### src/rtl/alu_pkg.sv
// Shared encodings for the ALU issue stage: aluop, funct and ALU control codes,
// plus the issue bundle layout and the operand forwarding mux.
package alu_pkg;

    localparam int unsigned DATA_W  = 32;
    localparam int unsigned REG_W   = 5;
    localparam int unsigned FUNCT_W = 6;
    localparam int unsigned ALUOP_W = 2;
    localparam int unsigned CTL_W   = 3;

    typedef enum logic [ALUOP_W-1:0] {
        ALUOP_ADD   = 2'b00,
        ALUOP_SUB   = 2'b01,
        ALUOP_RTYPE = 2'b10,
        ALUOP_OR    = 2'b11
    } aluop_e;

    typedef enum logic [CTL_W-1:0] {
        CTL_ADD = 3'b000,
        CTL_SUB = 3'b001,
        CTL_OR  = 3'b010,
        CTL_AND = 3'b110,
        CTL_SLT = 3'b111
    } alu_ctl_e;

    localparam logic [FUNCT_W-1:0] FUNCT_ADD = 6'b100000;
    localparam logic [FUNCT_W-1:0] FUNCT_SUB = 6'b100010;
    localparam logic [FUNCT_W-1:0] FUNCT_OR  = 6'b100101;
    localparam logic [FUNCT_W-1:0] FUNCT_AND = 6'b100100;
    localparam logic [FUNCT_W-1:0] FUNCT_SLT = 6'b101010;

    typedef struct packed {
        alu_ctl_e            control;
        logic [DATA_W-1:0]   data_a;
        logic [DATA_W-1:0]   data_b;
        logic [REG_W-1:0]    rd;
        logic                illegal;
    } issue_t;

    // EX/MEM is the younger producer so it wins over MEM/WB; r0 is hardwired zero.
    function automatic logic [DATA_W-1:0] fwd_operand(
        input logic [REG_W-1:0]  spec,
        input logic [DATA_W-1:0] rf_val,
        input logic              ex_wr,
        input logic [REG_W-1:0]  ex_rd,
        input logic [DATA_W-1:0] ex_val,
        input logic              wb_wr,
        input logic [REG_W-1:0]  wb_rd,
        input logic [DATA_W-1:0] wb_val
    );
        logic [DATA_W-1:0] res;
        res = rf_val;
        if (spec != REG_W'(0)) begin
            if (ex_wr && (ex_rd == spec)) begin
                res = ex_val;
            end else if (wb_wr && (wb_rd == spec)) begin
                res = wb_val;
            end
        end
        return res;
    endfunction

endpackage

### src/rtl/alu_issue_stage_if.sv
// Issue-stage bus: decode slot handshake, forwarding sources and the ALU issue bundle.
interface alu_issue_stage_if;
    import alu_pkg::*;

    logic                  in_valid;
    logic                  in_ready;
    logic [ALUOP_W-1:0]    in_aluop;
    logic [FUNCT_W-1:0]    in_funct;
    logic [REG_W-1:0]      in_rs;
    logic [REG_W-1:0]      in_rt;
    logic [REG_W-1:0]      in_rd;
    logic [DATA_W-1:0]     in_rs_val;
    logic [DATA_W-1:0]     in_rt_val;
    logic [DATA_W-1:0]     in_imm;
    logic                  in_alusrc;
    logic                  exmem_wr;
    logic [REG_W-1:0]      exmem_rd;
    logic [DATA_W-1:0]     exmem_val;
    logic                  memwb_wr;
    logic [REG_W-1:0]      memwb_rd;
    logic [DATA_W-1:0]     memwb_val;
    logic                  flush;
    logic                  out_ready;
    logic                  out_valid;
    logic [CTL_W-1:0]      control;
    logic [DATA_W-1:0]     dataA;
    logic [DATA_W-1:0]     dataB;
    logic [REG_W-1:0]      out_rd;
    logic                  out_illegal;

    modport master (
        output in_valid, in_aluop, in_funct, in_rs, in_rt, in_rd,
               in_rs_val, in_rt_val, in_imm, in_alusrc,
               exmem_wr, exmem_rd, exmem_val, memwb_wr, memwb_rd, memwb_val,
               flush, out_ready,
        input  in_ready, out_valid, control, dataA, dataB, out_rd, out_illegal
    );

    modport slave (
        input  in_valid, in_aluop, in_funct, in_rs, in_rt, in_rd,
               in_rs_val, in_rt_val, in_imm, in_alusrc,
               exmem_wr, exmem_rd, exmem_val, memwb_wr, memwb_rd, memwb_val,
               flush, out_ready,
        output in_ready, out_valid, control, dataA, dataB, out_rd, out_illegal
    );

endinterface

### src/rtl/alu_ctl_decode.sv
// Combinational aluop/funct to ALU control decode; unknown R-type funct flags illegal.
module alu_ctl_decode
    import alu_pkg::*;
(
    input  logic [ALUOP_W-1:0] aluop,
    input  logic [FUNCT_W-1:0] funct,
    output alu_ctl_e           control_c,
    output logic               illegal_c
);

    always_comb begin
        control_c = CTL_ADD;
        illegal_c = 1'b0;
        case (aluop)
            ALUOP_ADD: control_c = CTL_ADD;
            ALUOP_SUB: control_c = CTL_SUB;
            ALUOP_OR:  control_c = CTL_OR;
            ALUOP_RTYPE: begin
                case (funct)
                    FUNCT_ADD: control_c = CTL_ADD;
                    FUNCT_SUB: control_c = CTL_SUB;
                    FUNCT_OR:  control_c = CTL_OR;
                    FUNCT_AND: control_c = CTL_AND;
                    FUNCT_SLT: control_c = CTL_SLT;
                    default:   illegal_c = 1'b1;
                endcase
            end
            default: ;
        endcase
    end

endmodule

### src/rtl/alu_issue_stage.sv
// Single-entry ALU issue register: captures a decoded instruction, resolves
// operand forwarding at capture, and holds the bundle until the ALU consumes it.
module alu_issue_stage (
    input  logic             clock,
    input  logic             reset,
    alu_issue_stage_if.slave bus
);
    import alu_pkg::*;

    logic     valid_q, valid_d;
    issue_t   entry_q, entry_d;
    alu_ctl_e dec_ctl_c;
    logic     dec_illegal_c;
    logic     in_ready_c;
    logic     capture_c;
    logic [DATA_W-1:0] fwd_a_c, fwd_b_c;

    alu_ctl_decode u_ctl_decode (
        .aluop     (bus.in_aluop),
        .funct     (bus.in_funct),
        .control_c (dec_ctl_c),
        .illegal_c (dec_illegal_c)
    );

    // Flush frees the slot, so the stage stays ready while flushing.
    always_comb begin
        in_ready_c = !valid_q || bus.out_ready || bus.flush;
        capture_c  = bus.in_valid && in_ready_c && !bus.flush;
        fwd_a_c = fwd_operand(bus.in_rs, bus.in_rs_val,
                              bus.exmem_wr, bus.exmem_rd, bus.exmem_val,
                              bus.memwb_wr, bus.memwb_rd, bus.memwb_val);
        fwd_b_c = fwd_operand(bus.in_rt, bus.in_rt_val,
                              bus.exmem_wr, bus.exmem_rd, bus.exmem_val,
                              bus.memwb_wr, bus.memwb_rd, bus.memwb_val);
    end

    always_comb begin
        valid_d = valid_q;
        entry_d = entry_q;
        if (bus.flush) begin
            valid_d = 1'b0;
        end else if (capture_c) begin
            valid_d         = 1'b1;
            entry_d.control = dec_ctl_c;
            entry_d.data_a  = fwd_a_c;
            entry_d.data_b  = bus.in_alusrc ? bus.in_imm : fwd_b_c;
            entry_d.rd      = bus.in_rd;
            entry_d.illegal = dec_illegal_c;
        end else if (valid_q && bus.out_ready) begin
            valid_d = 1'b0;
        end
    end

    always_ff @(posedge clock or posedge reset) begin
        if (reset) begin
            valid_q <= 1'b0;
            entry_q <= '0;
        end else begin
            valid_q <= valid_d;
            entry_q <= entry_d;
        end
    end

    assign bus.in_ready    = in_ready_c;
    assign bus.out_valid   = valid_q;
    assign bus.control     = entry_q.control;
    assign bus.dataA       = entry_q.data_a;
    assign bus.dataB       = entry_q.data_b;
    assign bus.out_rd      = entry_q.rd;
    assign bus.out_illegal = entry_q.illegal;

endmodule
### src/flat_wrapper.sv
// flat-port wrapper written by rule: the top's interface ports become plain ports
module alu_issue_stage_flat import alu_pkg::*;
  (clock, reset, bus_in_valid, bus_in_aluop, bus_in_funct, bus_in_rs, bus_in_rt, bus_in_rd, bus_in_rs_val, bus_in_rt_val, bus_in_imm, bus_in_alusrc, bus_exmem_wr, bus_exmem_rd, bus_exmem_val, bus_memwb_wr, bus_memwb_rd, bus_memwb_val, bus_flush, bus_out_ready, bus_in_ready, bus_out_valid, bus_control, bus_dataA, bus_dataB, bus_out_rd, bus_out_illegal);
  alu_issue_stage_if bus_i ();
  input  logic clock;
  input  logic reset;
  input wire logic [$bits(bus_i.in_valid)-1:0] bus_in_valid;
  input wire logic [$bits(bus_i.in_aluop)-1:0] bus_in_aluop;
  input wire logic [$bits(bus_i.in_funct)-1:0] bus_in_funct;
  input wire logic [$bits(bus_i.in_rs)-1:0] bus_in_rs;
  input wire logic [$bits(bus_i.in_rt)-1:0] bus_in_rt;
  input wire logic [$bits(bus_i.in_rd)-1:0] bus_in_rd;
  input wire logic [$bits(bus_i.in_rs_val)-1:0] bus_in_rs_val;
  input wire logic [$bits(bus_i.in_rt_val)-1:0] bus_in_rt_val;
  input wire logic [$bits(bus_i.in_imm)-1:0] bus_in_imm;
  input wire logic [$bits(bus_i.in_alusrc)-1:0] bus_in_alusrc;
  input wire logic [$bits(bus_i.exmem_wr)-1:0] bus_exmem_wr;
  input wire logic [$bits(bus_i.exmem_rd)-1:0] bus_exmem_rd;
  input wire logic [$bits(bus_i.exmem_val)-1:0] bus_exmem_val;
  input wire logic [$bits(bus_i.memwb_wr)-1:0] bus_memwb_wr;
  input wire logic [$bits(bus_i.memwb_rd)-1:0] bus_memwb_rd;
  input wire logic [$bits(bus_i.memwb_val)-1:0] bus_memwb_val;
  input wire logic [$bits(bus_i.flush)-1:0] bus_flush;
  input wire logic [$bits(bus_i.out_ready)-1:0] bus_out_ready;
  output wire logic [$bits(bus_i.in_ready)-1:0] bus_in_ready;
  output wire logic [$bits(bus_i.out_valid)-1:0] bus_out_valid;
  output wire logic [$bits(bus_i.control)-1:0] bus_control;
  output wire logic [$bits(bus_i.dataA)-1:0] bus_dataA;
  output wire logic [$bits(bus_i.dataB)-1:0] bus_dataB;
  output wire logic [$bits(bus_i.out_rd)-1:0] bus_out_rd;
  output wire logic [$bits(bus_i.out_illegal)-1:0] bus_out_illegal;
  assign bus_i.in_valid = bus_in_valid;
  assign bus_i.in_aluop = bus_in_aluop;
  assign bus_i.in_funct = bus_in_funct;
  assign bus_i.in_rs = bus_in_rs;
  assign bus_i.in_rt = bus_in_rt;
  assign bus_i.in_rd = bus_in_rd;
  assign bus_i.in_rs_val = bus_in_rs_val;
  assign bus_i.in_rt_val = bus_in_rt_val;
  assign bus_i.in_imm = bus_in_imm;
  assign bus_i.in_alusrc = bus_in_alusrc;
  assign bus_i.exmem_wr = bus_exmem_wr;
  assign bus_i.exmem_rd = bus_exmem_rd;
  assign bus_i.exmem_val = bus_exmem_val;
  assign bus_i.memwb_wr = bus_memwb_wr;
  assign bus_i.memwb_rd = bus_memwb_rd;
  assign bus_i.memwb_val = bus_memwb_val;
  assign bus_i.flush = bus_flush;
  assign bus_i.out_ready = bus_out_ready;
  assign bus_in_ready = bus_i.in_ready;
  assign bus_out_valid = bus_i.out_valid;
  assign bus_control = bus_i.control;
  assign bus_dataA = bus_i.dataA;
  assign bus_dataB = bus_i.dataB;
  assign bus_out_rd = bus_i.out_rd;
  assign bus_out_illegal = bus_i.out_illegal;
  alu_issue_stage u_core (.clock(clock), .reset(reset), .bus(bus_i));
endmodule
### config.mk
export PLATFORM = sky130hd
export DESIGN_NAME = alu_issue_stage_flat
export DESIGN_NICKNAME = d
export VERILOG_FILES = /design/src/rtl/alu_pkg.sv /design/src/rtl/alu_issue_stage_if.sv /design/src/rtl/alu_ctl_decode.sv /design/src/rtl/alu_issue_stage.sv /design/src/flat_wrapper.sv
export SDC_FILE = /design/constraint.sdc
export NUM_CORES = 1
export LEC_CHECK = 0
export CORE_ASPECT_RATIO = 1.25
export CORE_MARGIN = 3
export CORE_UTILIZATION = 41
export DETAILED_ROUTE_END_ITERATION = 8
export PLACE_DENSITY_LB_ADDON = 0.12
export SYNTH_ARGS = -nofsm -noshare
export SYNTH_HDL_FRONTEND = slang
export SYNTH_SLANG_ARGS = --single-unit
### constraint.sdc
create_clock -name clock -period 4.4 [get_ports clock]
set_clock_uncertainty 0.1 [all_clocks]
set_input_delay 0.88 -clock clock [delete_from_list [all_inputs] [get_ports clock]]
set_output_delay 0.88 -clock clock [all_outputs]
set_load 0.05 [all_outputs]
==> flow_summary.toml, run 1 <==
[clock_network]
post_cts_buffers = 0
cts.sinks = 74
clock_insertion_delay_worst_skew_ns = 0.32
cts.hold.buffers_added = 0
cts.repair.resized = 0
ctsLongestPathBuffers = 2
cts.reportedPaths.clkPinSlew_ns = 0.06
cts.root.buffer_cell = "sky130_fd_sc_hd__clkbuf_16"
number_of_buffers_created_by_cts = 9
htree_num_levels = 3
tritoncts_clock_tree = "built"

[place]
dp.cells = 960
placed_cell_area_mm2 = 0.00752
port_buffers = 275
post-dp-hpwl_um = 13600
place.gp.congestion = 0.854
dp_worst_setup_slack_ns = 0.955

[timing]
timing.setup.tns_ns = 0
report.final.slew_viol_count = 0
final.min_clock_period_ns = 3.44
final_hold_violations = 0
postLayoutSetupSlackWorst_ns = 0.958
max_slew_margin_pct = 32.7
setup_violations = 0
max_clock_freq_mhz = 291
rsz_0062_raised_after_global_routing = "no"
max_slew.worst_pin.slew_ns = 1.01
fin_crit_sh_pct = 78.2

[critical_path]
timing.critical_path.cells = "clkdlybuf4s50_1 > nand2b_1 > or2_2 > clkdlybuf4s50_1"
worst-setup-path-type = "in2out"
worstPathArrival_ns = 2.46
required_ns = 3.42
critPathTopFamily = "buffers and inverters"
critical_path_buffer_and_inverter_count = 2
crit_slowest_cell = "sky130_fd_sc_hd__clkdlybuf4s50_1"
worstSetupEndpointType = "primary output"
crit_path_max_fanout = 3
path_common_cell = "sky130_fd_sc_hd__clkdlybuf4s50_1"
startpoint_type = "input pin"
critical_path_max_stage_delay_ns = 0.72

[detailed_routing]
ant_nets = 0
postRouteWirelength_um = 18900
drt-pass1-iter-count = 5
drt-initial-drc-count = 331
vias = 5710
drc = 0
via_per_inst = 5.85
drt-wirelength-per-cell_um = 19.4

[cells_and_area]
top_library_cells_by_usage_in_the_layout_fill_and_taps_aside = "sky130_fd_sc_hd__clkdlybuf4s50_1, sky130_fd_sc_hd__nand2_1, sky130_fd_sc_hd__dfrtp_1"
fin_area_mm2 = 0.00784
final_common_cell = "sky130_fd_sc_hd__clkdlybuf4s50_1"
post_route_cells_drive_above_1_share_pct = 4.40
areaGrowthSynthToFinish_pct = 67.5
post-route-util_pct = 70.4
finish.cell_count_without_fillers = 976
final_net_count = 1037
area_occupied_by_multi_input_gates_mm2 = 0.00251
layout.area.seq_mm2 = 0.00185
final_antenna_diode_count = 0
fillerInstances = 898

[floorplan]
coreArea_mm2 = 0.0111
initial_core_util_pct = 42.0
placementRows = 43
dieArea_mm2 = 0.0127
floorplan.die.height_um = 125
io_pins = 276
dieWidth_um = 102

[synthesis]
dominantRegCellSynth = "sky130_fd_sc_hd__dfrtp_1"
syn_inst = 588
async_reset_ff_share_pct = 100
post_synth.cell_area_avg_um2 = 7.96
synth-seq-cells = 74
mappedNetlistArea_mm2 = 0.00468
syn_nets = 789
netlist-cell-type-count = 33
synth_warnings = 0
number_of_enable_type_register_cells_in_the_synthesized_netlist = 0
seq_area_frac_synth_pct = 39.6

[grt]
grt_max_degree = 103
grt_pass1_vias = 5849
grt_pass1_wl_um = 29700
antenna_violations_before_repair = 0
grt_overflow = 0
global_route.usage.total_pct = 29.3

[pwr]
max-vdd-ir-drop_v = 0.000174
powerDensity_mw_per_mm2 = 356
p_leak_uw = 0.00309

[run_status]
run_status = "finished, final reports clean"

[hold_path]
hp-class = "reg2reg"

[flow_run]
maximum_capacitance_violations = 0
per-layer routing:
metal	up-vias	GRT usage [%]	part of all wire, %
li1	2614	-	-
met1	2740	35.2	38
met2	303	49.2	49
met3	53	6.19	9.1
met4	0	13.9	4.1
met5	-	0	0
metrics by stage:
| stage | hold slack, ns | total power [µW] |
|---|---|---|
| finish | 0.377 | 2790 |
| global route | 0.402 | 2910 |
| CTS | 0.382 | 2810 |
| detailed placement | 0.368 | 2010 |
| global placement | 0.357 | 1990 |
| floorplan | 0.640 | 1490 |
cell families (layout without fill, tap and decap cells):
kind of cell	Yosys count	in the layout	share of synthesized area, %
AO/OA/AOI/OAI	167	167	25.6
flip-flops	74	74	39.6
multiplexers	1	1	0.214
buffers and inverters	84	337	7.48
AND/OR/NAND/NOR	242	242	23.4
XOR/XNOR	20	20	3.74
sequential cells by signal (all words and copies together) (netlist names):
name	count
u_core.bus.out_valid	1
u_core.bus.out_rd	5
u_core.bus.out_illegal	1
u_core.bus.control	3
u_core.bus.dataA	32
u_core.bus.dataB	32
layout make-up:
cell class                      count  share of cell area [%]
Timing Repair Buffer              287                    36.4
Multi-Input combinational cell    430                    32.1
Sequential cell                    74                    23.6
Clock buffer                       11                    3.10
Tap cell                          135                    2.15
Inverter                           34                    1.64
Clock inverter                      5                   0.989
power by group:
| group | total (µW) | switching (µW) | internal, µW | leakage, µW |
|---|---|---|---|---|
| clock network | 793 | 283 | 510 | 0.000156 |
| registers | 860 | 65.3 | 794 | 0.000831 |
| logic | 1140 | 679 | 462 | 0.00211 |
| total | 2790 | 1030 | 1770 | 0.00309 |
synthesized netlist by cell type, types with 2 or more instances:
| cell type | number | area (µm²) |
|---|---|---|
| sky130_fd_sc_hd__inv_1 | 34 | 128 |
| sky130_fd_sc_hd__or4_1 | 2 | 15.0 |
| sky130_fd_sc_hd__nand2b_1 | 4 | 25.0 |
| sky130_fd_sc_hd__buf_6 | 3 | 33.8 |
| sky130_fd_sc_hd__buf_2 | 6 | 30.0 |
| sky130_fd_sc_hd__nand3b_1 | 33 | 248 |
| sky130_fd_sc_hd__a221oi_1 | 32 | 280 |
| sky130_fd_sc_hd__dfrtp_1 | 74 | 1850 |
| sky130_fd_sc_hd__xnor2_1 | 4 | 35.0 |
| sky130_fd_sc_hd__o22ai_1 | 32 | 200 |
| sky130_fd_sc_hd__a21oi_1 | 2 | 10.0 |
| sky130_fd_sc_hd__nand2_1 | 116 | 435 |
| sky130_fd_sc_hd__nor3b_1 | 2 | 15.0 |
| sky130_fd_sc_hd__o21ai_0 | 35 | 175 |
| sky130_fd_sc_hd__nor4_1 | 5 | 31.3 |
| sky130_fd_sc_hd__nand3_1 | 4 | 20.0 |
| sky130_fd_sc_hd__nor2_1 | 70 | 263 |
| sky130_fd_sc_hd__a311o_1 | 31 | 310 |
| sky130_fd_sc_hd__xor2_1 | 16 | 140 |
| sky130_fd_sc_hd__clkbuf_1 | 38 | 143 |
| sky130_fd_sc_hd__a31oi_1 | 33 | 206 |
path summary, 6_finish.rpt:
kind                                                   start                                end  slack [ns]  cells after the start
min                        u_core.bus.control[0]$_DFFE_PP0P_  u_core.bus.control[0]$_DFFE_PP0P_        0.38                      2
max in group asynchronous                              reset    u_core.bus.dataB[4]$_DFFE_PP0P_        2.36                      3
max                                            bus_out_ready                       bus_in_ready        0.96                      4
min in group asynchronous                              reset    u_core.bus.dataA[6]$_DFFE_PP0P_        0.92                      2
min reg2reg                u_core.bus.control[0]$_DFFE_PP0P_  u_core.bus.control[0]$_DFFE_PP0P_        0.38                      2
max reg2reg                 u_core.bus.out_valid$_DFFE_PP0P_   u_core.bus.dataA[16]$_DFFE_PP0P_        2.16                      5
worst min-delay path, stage by stage (launching register included):
cell and delay, ns:
sky130_fd_sc_hd__dfrtp_1 0.34, sky130_fd_sc_hd__nand2_1 0.04, sky130_fd_sc_hd__o21ai_0 0.06
(Power assumes the default switching activity.)
==> inputs of run 2 (changes only) <==
Settings changed: CORE_UTILIZATION 41 to 39.
Clock period 4.4 ns to 3.25 ns, I/O delays scaled along.
==> flow_summary.toml, run 2 (synthesized netlist as in run 1, its figures left out) <==
[run_status]
run_status = "finished, final reports clean"

[grt]
grt_overflow = 0
grt_pass1_vias = 5798
grt_max_degree = 103
global_route.usage.total_pct = 28.4
antenna_violations_before_repair = 0
grt_pass1_wl_um = 30500

[timing]
timing.setup.tns_ns = 0
max_clock_freq_mhz = 336
setup_violations = 0
report.final.slew_viol_count = 0
postLayoutSetupSlackWorst_ns = 0.271
max_slew.worst_pin.slew_ns = 0.860
max_slew_margin_pct = 42.5
rsz_0062_raised_after_global_routing = "no"
fin_crit_sh_pct = 91.6
final_hold_violations = 0
final.min_clock_period_ns = 2.98

[floorplan]
coreArea_mm2 = 0.0117
io_pins = 276
initial_core_util_pct = 40.1
dieArea_mm2 = 0.0134
placementRows = 44
floorplan.die.height_um = 129
dieWidth_um = 104

[hold_path]
hp-class = "reg2reg"
holdPathEnd = "u_core.bus.out_rd[1]$_DFFE_PP0P_"
cell_depth_of_the_worst_min_delay_path = 2
min-delay-start = "u_core.bus.out_rd[1]$_DFFE_PP0P_"

[pwr]
powerDensity_mw_per_mm2 = 488
max-vdd-ir-drop_v = 0.000271
clock_power_share_pct = 30.3
switching_share_pct = 35.8
total_switching_power_uw = 1390
cell_internal_pwr_uw = 2500
power.sequential.fraction_pct = 29.9
p_leak_uw = 0.00314
p_comb_share_pct = 39.8

[clock_network]
cts.hold.buffers_added = 0
number_of_buffers_created_by_cts = 9
post_cts_buffers = 0
tritoncts_clock_tree = "built"
ctsLongestPathBuffers = 2
cts.sinks = 74
cts.repair.resized = 0
clock_insertion_delay_worst_skew_ns = 0.33
cts.reportedPaths.clkPinSlew_ns = 0.06
htree_num_levels = 3
cts.root.buffer_cell = "sky130_fd_sc_hd__clkbuf_16"

[critical_path]
timing.critical_path.cells = "clkdlybuf4s50_1 > nand2b_1 > or2_2 > clkdlybuf4s50_1"
critical_path_buffer_and_inverter_count = 2
worst-setup-path-type = "in2out"
r2r_setup_slack_ns = 1.38
rr_endpoint = "u_core.bus.dataA[31]$_DFFE_PP0P_"
reg2reg_depth = 4
crit_path_max_fanout = 3
required_ns = 2.50
worstPathArrival_ns = 2.23
timing.rr.start = "u_core.bus.out_valid$_DFFE_PP0P_"
startpoint_type = "input pin"
worstSetupEndpointType = "primary output"
critPathTopFamily = "buffers and inverters"
path_common_cell = "sky130_fd_sc_hd__clkdlybuf4s50_1"
critical_path_max_stage_delay_ns = 0.71
crit_slowest_cell = "sky130_fd_sc_hd__clkdlybuf4s50_1"

[place]
place.gp.congestion = 0.884
port_buffers = 275
placed_cell_area_mm2 = 0.00762
post-dp-hpwl_um = 13900
dp_worst_setup_slack_ns = 0.165

[cells_and_area]
top_library_cells_by_usage_in_the_layout_fill_and_taps_aside = "sky130_fd_sc_hd__clkdlybuf4s50_1, sky130_fd_sc_hd__nand2_1, sky130_fd_sc_hd__dfrtp_1"
areaGrowthSynthToFinish_pct = 70.3
final_antenna_diode_count = 0
final_common_cell = "sky130_fd_sc_hd__clkdlybuf4s50_1"
post_route_cells_drive_above_1_share_pct = 4.85
final_net_count = 1041
post-route-util_pct = 68.3
fin_area_mm2 = 0.00797

[detailed_routing]
drt-wirelength-per-cell_um = 19.2
via_per_inst = 5.66
postRouteWirelength_um = 19300
ant_nets = 0
drt-pass1-iter-count = 6
drt-initial-drc-count = 296
drc = 0
vias = 5698

[flow_run]
maximum_capacitance_violations = 0
## run 2: changes by cell type in the layout (fill, tap and decap cells not counted), sizes merged
cell      previous run  this run
clkinvlp             1         0
bufinv               2         3
buf                 12        16
## run 2: layer usage
| layer | wire [µm] | vias to the layer above | share of wire, % | GRT usage (%) |
|---|---|---|---|---|
| met3 | 1580 | 55 | 8.2 | 7.28 |
| met5 | 0 | - | 0 | 0 |
| li1 | - | 2626 | - | - |
| met2 | 9470 | 332 | 49 | 48.3 |
| met4 | 883 | 0 | 4.6 | 14.0 |
| met1 | 7370 | 2685 | 38 | 33.8 |
## run 2: power by group through the flow
stage               Clock [µW]  Sequential [µW]  Combinational [µW]
finish                    1180             1160                1550
global route              1230             1180                1630
CTS                       1190             1160                1560
detailed placement           0             1170                1550
global placement             0             1170                1530
floorplan                    0             1710                 308
## run 2: metrics by stage
| step | hold slack [ns] | power (µW) | instances |
|---|---|---|---|
| after detailed placement | 0.362 | 2720 | 990 |
| final | 0.371 | 3890 | 1006 |
| after global routing | 0.385 | 4040 | 1006 |
| after global placement | 0.357 | 2700 | 990 |
| after CTS | 0.377 | 3910 | 1006 |
| after floorplan | 0.640 | 2020 | 588 |
## run 2: worst max path at each step
stage,slack (ns),startpoint,cells after the start,endpoint
after floorplan,0.62,reset,1,u_core.bus.control[0]$_DFFE_PP0P_
after global placement,0.23,bus_in_rs[1],6,u_core.bus.dataA[18]$_DFFE_PP0P_
after detailed placement,0.17,bus_in_rs[1],6,u_core.bus.dataA[27]$_DFFE_PP0P_
after CTS,0.26,bus_out_ready,4,bus_in_ready
after global routing,0.23,bus_out_ready,4,bus_in_ready
final,0.27,bus_out_ready,4,bus_in_ready
## run 2: tightest hold or removal path, cell delays in order (launching register included)
cell,delay (ns)
sky130_fd_sc_hd__dfrtp_1,0.34
sky130_fd_sc_hd__nand2_1,0.05
sky130_fd_sc_hd__nand2_1,0.05
## run 2: final cells by class
class / instances / area [µm²]
clock buffer: 11 / 253
sequential: 74 / 1850
timing repair buffer: 291 / 2920
multi-input combinational: 430 / 2510
tap: 161 / 201
inverter: 34 / 129
clock inverter: 5 / 100
fill: 954 / 3700
==> inputs of run 3 (changes only) <==
Settings changed: TNS_END_PERCENT from default to 30.
==> results of run 3 <==
No change in the layout: final DEF, timing and power equal those of run 2.
==> variant (config.mk and constraints of run 2) <==
Reset style: synchronous (`reset`), changed in one clocked block.
--- a/src/rtl/alu_issue_stage.sv
+++ b/src/rtl/alu_issue_stage.sv
@@ -51,7 +51,7 @@
         end
     end
 
-    always_ff @(posedge clock or posedge reset) begin
+    always_ff @(posedge clock) begin
         if (reset) begin
             valid_q <= 1'b0;
             entry_q <= '0;
Check against the original RTL: differs if reset is asserted again (counterexample within 4 cycles, from zero or initial values and one cycle with reset high); with reset held inactive, the same outputs for 4 cycles.
==> variant against run 2 <==
Worst setup slack improved by 6.4 ps; final area increased by 1.8%; synthesized area increased by 6.3%; wire length increased by 20%; count of clock-buffer cells in the layout increased by 4; power decreased by 19%; cell count increased by 4.9%; sequential cell count unchanged; largest power group unchanged.
==> variant: results (changes against run 2) <==
[place]
place_worst_setup_slack_ps = 96.1  ; -69.0 ps
placedInstanceArea_sq_um = 7800  ; +2.4%
place.gp.congestion = 0.967  ; +9.4%
dpl.hpwl_mm = 15.9  ; +15%
dp_cell_count = 1039  ; +4.9%

[synthesis]
synth_compound_area_share_pct = 36.1  ; +10 points
ys_top_cells_by_area = dfxtp_1 30%, a31oi_1 8.0%, nand3_1 6.5%
synth_xor_area_share_pct = 3.52  ; -0.22 points
ys_async_sr_fraction_pct = 0  ; -100 points
dominantRegCellSynth = dfxtp_1
synth.net_count = 855  ; +8.4%
yosys-mux-area-fraction_pct = 0.201  ; -0.013 points
yosysUniqueCellTypes = 37  ; +12%
postSynthAreaPerCell_sq_um = 7.61  ; -4.4%
synth_seq_area_share_pct = 29.8  ; -9.8 points
synth_common_cells = 74 x dfxtp_1, 66 x nor2_1, 65 x nand3_1

[grt]
first_global_vias = 6639  ; +15%
gr-usage-all-layers_pct = 31.1  ; +2.7 points
grt_start_max_net_pins = 74  ; -28%
grt_pass1_wl_mm = 35.5  ; +16%

[critical_path]
critical_path.reg2reg.startpoint = u_core.bus.out_valid
worstReg2RegEnd = u_core.bus.dataB[26]
reg2regPathDepth = 5  ; +1
critical_path_arrival_ps = 2220
worst-r2r-setup-slack_ps = 1610  ; +230 ps
endpoint = bus_in_ready

[detailed_routing]
drt-initial-drc-count = 511  ; +73%
route.detailed.vias_per_inst = 6.31  ; +11%
drt_wl_total_mm = 23.2  ; +20%
detailedRoute.firstPassIterationCount = 5  ; -1
route.detailed.wl_per_inst_microns = 21.9  ; +14%

[pwr]
cell_int_power_mw = 2.14  ; -14%
pwr-share-seq_pct = 32.2  ; +2.3 points
leakage_nw = 2.85  ; -9.3%
pg_comb_mw = 1.07  ; -31%
max-vdd-ir-drop_mv = 0.209  ; -23%
power_density_nw_per_um2 = 389  ; -20%

[cts]
clock_latency_ps = 330  ; about the same
clk_pin_slew_worst_paths_ps = 60  ; about the same
post-cts-setup-buffers = 0  ; unchanged

[final_layout]
fillCellCount = 1048  ; +9.9%
layout-drive-gt1-share_pct = 5.84  ; +0.98 points
design.final.nets = 1087  ; +4.4%

[timing]
final.hold.worst_slack_ps = 354  ; -16.8 ps
worstMarginPinSlew_ps = 850  ; -9.79 ps
clock.fmax_mhz = 336  ; +0.22%

[run_status]
run_status = finished clean

[min_path]
hold_path_startpoint = u_core.bus.control[2]
min_delay_worst_endpoint = u_core.bus.control[2]

==> variant: cell count changes in the layout (fill, tap and decap cells not counted), sizes merged, moves of 32 or more <==
cell    before  now
nor2b        1   34
o21bai       0   32
dfrtp       74    0
o21ai       35    1
dfxtp        0   74
o221ai       0   32
nand2      116   48
o22ai       32    0
nand3b      33    1
a211oi       0   32
o32ai        0   32
nand3        4   65
==> variant: metal layers <==
layer	vias up	wire length [microns]	global-route usage (%)
met5	-	0	0
met2	438	11500	52.8
met3	74	2210	6.71
li1	2989	-	-
met1	3158	8530	36.8
met4	0	952	15.1
==> variant: cell type report <==
type	instances	area, sq um	area share, %
clock buffers	15	288	3.54
repair buffers	300	2940	36.2
well taps	164	205	2.53
flip-flops and latches	74	1480	18.2
multi-input cells	499	3160	39.0
inverters	2	7.51	0.0925
clock inverters	1	30.0	0.370
==> variant: critical path, delay by kind of cell <==
kind,cells,cell delay [ps]
buffers and inverters,2,1080
and+or+nand+nor,2,480
